`src/rtl/alu_op_sequencer.sv`:
```
// Multi-cycle control sequencer for the shared ALU and its Y/Z registers.
// Optional feature macro: ALU_SEQ_ILLEGAL_TRAP_EN (illegal opcodes raise err instead of running).
module alu_op_sequencer #(
    parameter int OPW         = 5,
    parameter int MULDIV_WAIT = 2
) (
    input  logic           clock,
    input  logic           clear,
    input  logic           start,
    input  logic [OPW-1:0] opcode,
    output logic           busy,
    output logic           done,
    output logic           err,
    output logic           ra_out,
    output logic           rb_out,
    output logic           Yin,
    output logic           ALUin,
    output logic [OPW-1:0] alu_control,
    output logic           Zin,
    output logic           ZLowout,
    output logic           ZHighout,
    output logic           rz_in,
    output logic           LOin,
    output logic           HIin,
    output logic [2:0]     dbg_state
);
    typedef enum logic [2:0] {
        S_IDLE   = 3'd0,
        S_LOAD_Y = 3'd1,
        S_EXEC   = 3'd2,
        S_WAIT   = 3'd3,
        S_CAPT   = 3'd4,
        S_WB_LO  = 3'd5,
        S_WB_HI  = 3'd6
    } state_t;

    localparam logic [OPW-1:0] OP_MUL = OPW'(5'b01111);
    localparam logic [OPW-1:0] OP_DIV = OPW'(5'b10000);
    localparam logic [OPW-1:0] OP_NEG = OPW'(5'b10001);
    localparam logic [OPW-1:0] OP_NOT = OPW'(5'b10010);
    localparam logic [3:0]     WAIT_INIT = 4'(MULDIV_WAIT);

    function automatic logic is_unary(input logic [OPW-1:0] op);
        return (op == OP_NEG) || (op == OP_NOT);
    endfunction

    function automatic logic is_muldiv(input logic [OPW-1:0] op);
        return (op == OP_MUL) || (op == OP_DIV);
    endfunction

`ifdef ALU_SEQ_ILLEGAL_TRAP_EN
    function automatic logic is_legal(input logic [OPW-1:0] op);
        return (op >= OPW'(5'b00011) && op <= OPW'(5'b01011)) ||
               (op >= OPW'(5'b01111) && op <= OPW'(5'b10010));
    endfunction
`endif

    state_t         state_q, state_d;
    logic [3:0]     cnt_q, cnt_d;
    logic [OPW-1:0] op_q, op_d;
    // {busy, done, err, ra, rb, yin, aluin, zin, zlo, zhi, rz, lo, hi}
    logic [12:0]    out_q, out_d;
    logic           err_d;

    always_ff @(posedge clock or posedge clear) begin
        if (clear) begin
            state_q <= S_IDLE;
            cnt_q   <= '0;
            op_q    <= '0;
            out_q   <= '0;
        end else begin
            state_q <= state_d;
            cnt_q   <= cnt_d;
            op_q    <= op_d;
            out_q   <= out_d;
        end
    end

    always_comb begin
        state_d = state_q;
        cnt_d   = cnt_q;
        op_d    = op_q;
        err_d   = 1'b0;
        case (state_q)
            S_IDLE: begin
                cnt_d = '0;
                if (start) begin
`ifdef ALU_SEQ_ILLEGAL_TRAP_EN
                    if (!is_legal(opcode)) begin
                        err_d = 1'b1;
                    end else begin
                        state_d = S_LOAD_Y;
                        op_d    = opcode;
                    end
`else
                    state_d = S_LOAD_Y;
                    op_d    = opcode;
`endif
                end
            end
            S_LOAD_Y: state_d = S_EXEC;
            S_EXEC: begin
                if (is_muldiv(op_q)) begin
                    if (MULDIV_WAIT == 0) begin
                        state_d = S_CAPT;
                    end else begin
                        state_d = S_WAIT;
                        cnt_d   = WAIT_INIT;
                    end
                end else begin
                    state_d = S_CAPT;
                end
            end
            S_WAIT: begin
                cnt_d = cnt_q - 4'd1;
                if (cnt_q <= 4'd1) state_d = S_CAPT;
            end
            S_CAPT:  state_d = S_WB_LO;
            S_WB_LO: state_d = is_muldiv(op_q) ? S_WB_HI : S_IDLE;
            S_WB_HI: state_d = S_IDLE;
            default: state_d = S_IDLE;
        endcase
        if (state_d == S_IDLE) op_d = '0;

        // Outputs are decoded from the state being entered so they appear registered.
        out_d     = '0;
        out_d[10] = err_d;
        out_d[12] = (state_d != S_IDLE);
        case (state_d)
            S_LOAD_Y: begin out_d[9] = 1'b1; out_d[7] = 1'b1; end
            S_EXEC:   begin out_d[6] = 1'b1; out_d[8] = !is_unary(op_d); end
            S_WAIT:   out_d[8] = !is_unary(op_d);
            S_CAPT:   out_d[5] = 1'b1;
            S_WB_LO: begin
                out_d[4] = 1'b1;
                if (is_muldiv(op_d)) out_d[1] = 1'b1;
                else begin out_d[2] = 1'b1; out_d[11] = 1'b1; end
            end
            S_WB_HI:  begin out_d[3] = 1'b1; out_d[0] = 1'b1; out_d[11] = 1'b1; end
            default:  ;
        endcase
    end

    assign {busy, done, err, ra_out, rb_out, Yin, ALUin, Zin,
            ZLowout, ZHighout, rz_in, LOin, HIin} = out_q;
    assign alu_control = op_q;
    assign dbg_state   = state_q;
endmodule

```
`config.mk`:
```
export PLATFORM = sky130hd
export DESIGN_NAME = alu_op_sequencer
export DESIGN_NICKNAME = d
export VERILOG_FILES = /design/src/rtl/alu_op_sequencer.sv
export SDC_FILE = /design/constraint.sdc
export NUM_CORES = 1
export LEC_CHECK = 0
export ABC_AREA = 1
export CAP_MARGIN = 20
export CORE_ASPECT_RATIO = 0.9
export CORE_MARGIN = 2
export CORE_UTILIZATION = 43
export DETAILED_ROUTE_END_ITERATION = 8
export PLACE_DENSITY = 0.78
export SYNTH_ARGS = -nofsm -noshare
export SYNTH_HDL_FRONTEND = slang
export SYNTH_SLANG_ARGS = --single-unit
```
`constraint.sdc`:
```
create_clock -name clock -period 1.83 [get_ports clock]
set_input_delay 0.366 -clock clock [delete_from_list [all_inputs] [get_ports clock]]
set_output_delay 0.366 -clock clock [all_outputs]
set_load 0.01 [all_outputs]
```
==> results_dict.tcl <==
set metrics [dict create \
    outcome "complete, but fails checks" \
    violations "setup timing" \
    drv_slew 0 \
    initial_utilization_pct 45.1 \
    globalplace.congestion 0.875 \
    hold_class "input pin to asynchronous set/reset pin" \
    synth-adder-area-share_pct 2.29 \
    crit_slowest_cell "dfrtp_1" \
    synthCells 134 \
    tns_ns -0.0950 \
    synth.most_common_cell "nand2_1" \
    synth_simple_gate_area_share_pct 26.5 \
    numPortBuffers 27 \
    cp-start-kind "register" \
    fin_ws_ns -0.0771 \
    ys_seq_elements 22 \
    clk_latency_ns 0.31 \
    cts_root_buf "clkbuf_4" \
    fill_cells 200 \
    synth_cell_types 21 \
    drt_iter0_markers 27 \
    multiInputGateArea_um2 514 \
    power.leakage_nw 0.830 \
    period_minus_slack_ns 1.91 \
    clock-sinks 22 \
    seq_area_frac_synth_pct 50.3 \
    route.detailed.wl_per_inst_um 13.4 \
    setup_viol 2 \
    io_pins 29 \
    routed_wl_um 2710 \
    fin_worst_skew_ns 0.0100 \
    synth_mux_area_share_pct 0.915 \
    hold_viol 0 \
    synthArstFlopShare_pct 100 \
    synth_edf_count 0 \
    grt_antenna_before_repair 0 \
    grt_max_degree 23 \
    synth_top_family_by_area "simple AND/OR/NAND/NOR gates" \
    seqCellArea_um2 551 \
    hpwl_um 1810 \
    final_nets 186 \
    ys.flop_type "dfrtp_1" \
    setup.worst_path.class "register to register" \
    drc 0 \
    p_total_mw 2.91 \
    syn_nets 144 \
    preCtsSetupSlack_ns -0.131 \
    core_area_mm2 0.00242 \
    firstDrtPassIters 4 \
    synth_xor_area_share_pct 1.60 \
    fin_crit_sh_pct 104 \
    synth_compound_area_share_pct 7.32 \
    cts_made_buffers 3 \
    cp.required_ns 2.03 \
    synth_area_mm2 0.00109 \
    synth_top_cell_by_area "dfrtp_1" \
    ir_drop_v 0.00115 \
    area_growth_syn_to_layout_pct 47.6 \
    slowest_delay_ns 0.45 \
    grtUsageTotal_pct 18.1 \
    grt_pass1_wl_um 4050 \
    cts.htree.levels 1 \
    synth_top_area_share_pct 50.3 \
    path_cells "inv_2 -> nand3_2 -> inv_2 -> or2_1 -> o21ai_2 -> inv_1 -> nor2_1 -> nand2_1 -> nor2_1 -> a21oi_2" \
    core.rowCount 17 \
    dieArea_mm2 0.00296 \
    powerDensity_mw_per_mm2 1800 \
    clk_pin_slew_ns 0.12 \
    rsz0062_at_grt "yes" \
    dieHeight_um 51.8 \
    avgSynthCellArea_um2 8.16 \
    max-cap-violations 0 \
    synthTopCellsByCount "28 x nand2_1, 22 x dfrtp_1, 22 x inv_1, 20 x nor2_1" \
    vias 1018 \
    max_freq_mhz 524 \
    cts_tree "done" \
    hold_ws_ns 0.367 \
    clock_path_buffers 2 \
    fp.dieW_um 57.2 \
    cp-end-kind "register" \
    yosys_warnings 0 \
    ys_top_cells_by_area "dfrtp_1 50%, nand2_1 9.6%, inv_1 7.6%" \
    grt_overflow_total 0 \
    drive_gt1_share_pct 27.4 \
    antenna_left 0 \
    first_global_vias 925 \
    crit_fanout 7 \
    viasPerCell 5.01 \
    diodes 0 \
    critPathArrivalTime_ns 2.11 \
]
-- worst paths after layout --
path	start	cells past startpoint	end	slack [ns]
setup / recovery	dbg_state[2]	10	out_q[8]	-0.08
hold / removal	clear	3	cnt_q[3]	0.37
setup reg to reg	dbg_state[2]	10	out_q[8]	-0.08
hold reg to reg	cnt_q[3]	2	cnt_q[3]	0.57
max in group asynchronous	clear	3	alu_control[0]	1.24
min in group clock	cnt_q[3]	2	cnt_q[3]	0.57
-- cell families after synthesis --
logic type,after synthesis
DFF,22
xor gates and xnor gates,2
and+or+nand+nor,64
other,1
buffers and inverters,28
AOI/OAI and AO/OA,14
muxes,1
adders and majority gates,2
-- cells in the final DEF, fill, tap and decap left out, types with 5 or more instances in the layout --
master           instances
buf_4                   13
clkdlybuf4s50_1         27
dfrtp_1                 22
inv_1                   21
nand2_1                 21
nand2_2                  5
nand3_2                  6
nor2_1                  15
o21ai_0                  6
-- metal layers --
layer  global-route usage [%]  up-vias  wire (µm)
met1                     22.5      476       1060
met2                     31.2       44       1370
met5                        0        -          0
met3                     4.98       10        213
li1                         -      488          -
met4                     5.04        0         74
-- state kept, by name (all words and copies together), names as in the netlist --
name and flops:
alu_control 5, dbg_state 3, cnt_q 4, out_q 10
-- layout make-up --
type                    instances  area share [%]
inverters                      25            5.81
well taps                      28            2.17
repair buffers                 40            22.8
clock buffers                   3            1.40
flip-flops and latches         22            34.1
multi-input cells              84            31.9
clock inverters                 1            1.86
-- power breakdown --
part	internal [mW]	leakage, nW	switching, mW	total, mW
clock network	0.222	0.0279	0.138	0.360
logic	0.795	0.511	0.932	1.73
registers	0.671	0.291	0.149	0.820
-- through the flow --
step                      std cells  utilization (%)  cell area [µm²]
after global routing            203             66.6             1610
after detailed placement        194             59.2             1440
after global placement          194             59.2             1440
final                           203             66.6             1610
after CTS                       198             62.2             1510
after floorplan                 134                -             1090
-- critical path, delay by kind of cell, from the launching register on --
family | cells | cell delay (ns)
DFF | 1 | 0.45
and+or+nand+nor | 5 | 0.93
buffers and inverters | 3 | 0.26
AOI/OAI and AO/OA | 2 | 0.16
-- timing repair --
action                                  4_1_cts  5_1_grt
endpoints found under the setup margin        2        5
pin swaps                                     5        8
gates cloned                                  0        0
resized for setup                             6       19
hold buffers                                  0        0
setup buffers                                 0        5
No activity file was read; power rests on OpenSTA's default activity.
==> RTL change, RTL diff (same flow settings) <==
Put a register stage on the output `Zin`. The value now appears one clock later. The other outputs are not delayed to match.
--- a/src/rtl/alu_op_sequencer.sv
+++ b/src/rtl/alu_op_sequencer.sv
@@ -39,6 +39,8 @@
     localparam logic [OPW-1:0] OP_NEG = OPW'(5'b10001);
     localparam logic [OPW-1:0] OP_NOT = OPW'(5'b10010);
     localparam logic [3:0]     WAIT_INIT = 4'(MULDIV_WAIT);
+
+    logic Zin_d;
 
     function automatic logic is_unary(input logic [OPW-1:0] op);
         return (op == OP_NEG) || (op == OP_NOT);
@@ -141,9 +143,13 @@
         endcase
     end
 
-    assign {busy, done, err, ra_out, rb_out, Yin, ALUin, Zin,
+    assign {busy, done, err, ra_out, rb_out, Yin, ALUin, Zin_d,
             ZLowout, ZHighout, rz_in, LOin, HIin} = out_q;
     assign alu_control = op_q;
     assign dbg_state   = state_q;
+    always_ff @(posedge clock) begin
+        Zin <= Zin_d;
+    end
+
 endmodule
 
Check against the original RTL: not equivalent (a bounded check fails within 4 cycles, from zero or initial values).
==> RTL change against the unedited design <==
Sequential cell count up 1; critical path depth up 3; setup slack better by 160 ps; total power down 3.2%; synthesized area up 4.6%; first-iteration DRC count up 3.7%; final area about the same; clock skew down 2.2 ps; synthesized cell count up 0.75%; combinational power about the same; routed wire length down 10%.
==> RTL change: results (changes against the unedited design) <==
- The routability congestion estimate is 0.858 (-2.0%).
- The leakage power summed over all cells came to 0.816 nW (-1.6%).
- The cell total after placement came to 195 (+0.52%).
- The flop-to-flop setup slack is 80 ps (+160 ps).
- The count of unique library cells instantiated by Yosys is 23 (+9.5%).
- The highest cell delay on the worst timing path is 410 ps (-40 ps).
- The average instance area after synthesis is 8.47 um^2 (+3.8%).
- The worst hold margin is 380 ps (+12.8 ps).
- The wire length reported by the detailed router was 2430 um (-10%).
- The proportion of synthesized flip-flops having asynchronous set or reset is 0.957 (-0.0435).
- Yosys attributes the largest share of cell area to sky130_fd_sc_hd__dfrtp_1, sky130_fd_sc_hd__nand2_1, sky130_fd_sc_hd__inv_1.
- The peak fanout along the critical path came to 4 (-3).
- The fraction of layout instances using a drive strength above 1 is 0.303 (+0.0286).
- The number of global-route vias before repair was 998 (+7.9%).
- The post-detailed-placement cell area is 0.00149 mm^2 (+3.5%).
- The commonest cells after synthesis are sky130_fd_sc_hd__nand2_1, sky130_fd_sc_hd__dfrtp_1, sky130_fd_sc_hd__inv_1, sky130_fd_sc_hd__nor2_1.
- The run finished with clean final reports.
- The worst slack after detailed placement is -111 ps (+20.1 ps).
- The number of DRC markers after the initial detailed-route iteration was 28 (+3.7%).
- The logic depth of the worst register-to-register path was 13 (+3).
- The startpoint of the worst register-to-register path is cnt_q[1]$_DFFE_PP0P_.
- The endpoint identified for the worst register-to-register timing path is out_q[11]$_DFF_PP0_.
- The count of filler cells inserted in the layout is 195 (-2.5%).
- The sequential area share after synthesis is 0.499 (-0.00453).
- The total half-perimeter wirelength after legalization and detailed placement is 1850 um (+1.9%).
- The maximum resistive drop on vdd is 1010 uV (-13%).
- The final worst clock skew came to 7.80 ps (-2.23 ps).
- The deepest clock path buffer count is 2 (unchanged).
- The combined global-route utilization of all metal layers is 0.178 (-0.00374).
- The number of vias per cell after detailed routing is 4.81 (-4.1%).
- The global-route wire length before repair is 4200 um (+3.8%).
- The post-layout minimum cycle time is 1750 ps (-161 ps).
- The post-synthesis net count is 145 (+0.69%).
- The design area is 0.00161 mm^2 (about the same).
==> RTL change: kinds of logic after synthesis <==
family / Yosys count / share of synthesized area
xor+xnor: 2 / 0.0153
other cells: 1 / 0.00328
buf+inv: 28 / 0.104
compound gates: 14 / 0.0700
simple gates: 64 / 0.278
flops: 23 / 0.499
mux: 1 / 0.00875
fa+ha+maj: 2 / 0.0219
==> RTL change: report_power, final <==
group          switching [W]  internal, W  leakage, nW
clock network       0.000150    0.0000815       0.0177
registers           0.000152     0.000705        0.298
logic               0.000913     0.000813        0.501
==> RTL change: how the worst max path moves through the flow <==
stage                          from                   to
2_1_floorplan  cnt_q[0]$_DFFE_PP0P_  out_q[11]$_DFF_PP0_
3_3_place_gp                  start  out_q[11]$_DFF_PP0_
3_5_place_dp                  start  out_q[11]$_DFF_PP0_
4_1_cts        cnt_q[0]$_DFFE_PP0P_  out_q[11]$_DFF_PP0_
5_1_grt        cnt_q[0]$_DFFE_PP0P_  out_q[11]$_DFF_PP0_
6_report       cnt_q[1]$_DFFE_PP0P_  out_q[11]$_DFF_PP0_
==> RTL change: timing repair <==
| item | CTS | global route |
|---|---|---|
| pin swaps | 1 | 4 |
| buffers inserted | 1 | 3 |
| setup endpoints to repair | 4 | 6 |
| gates resized for setup | 1 | 20 |
| gates cloned | 0 | 0 |
==> RTL change: routing by layer <==
layer | vias up | global-route usage | wire length [um]
li1 | 486 | - | -
met1 | 444 | 0.227 | 1050
met2 | 38 | 0.301 | 1190
met3 | 8 | 0.0293 | 136
met4 | 0 | 0.0659 | 57
met5 | - | 0 | 0
==> RTL change: final cells by class <==
class	instances	area share
multi-input combinational	84	0.324
inverter	25	0.0597
clock inverter	1	0.00310
timing repair buffer	39	0.223
sequential	23	0.355
clock buffer	3	0.0140
tap	28	0.0217
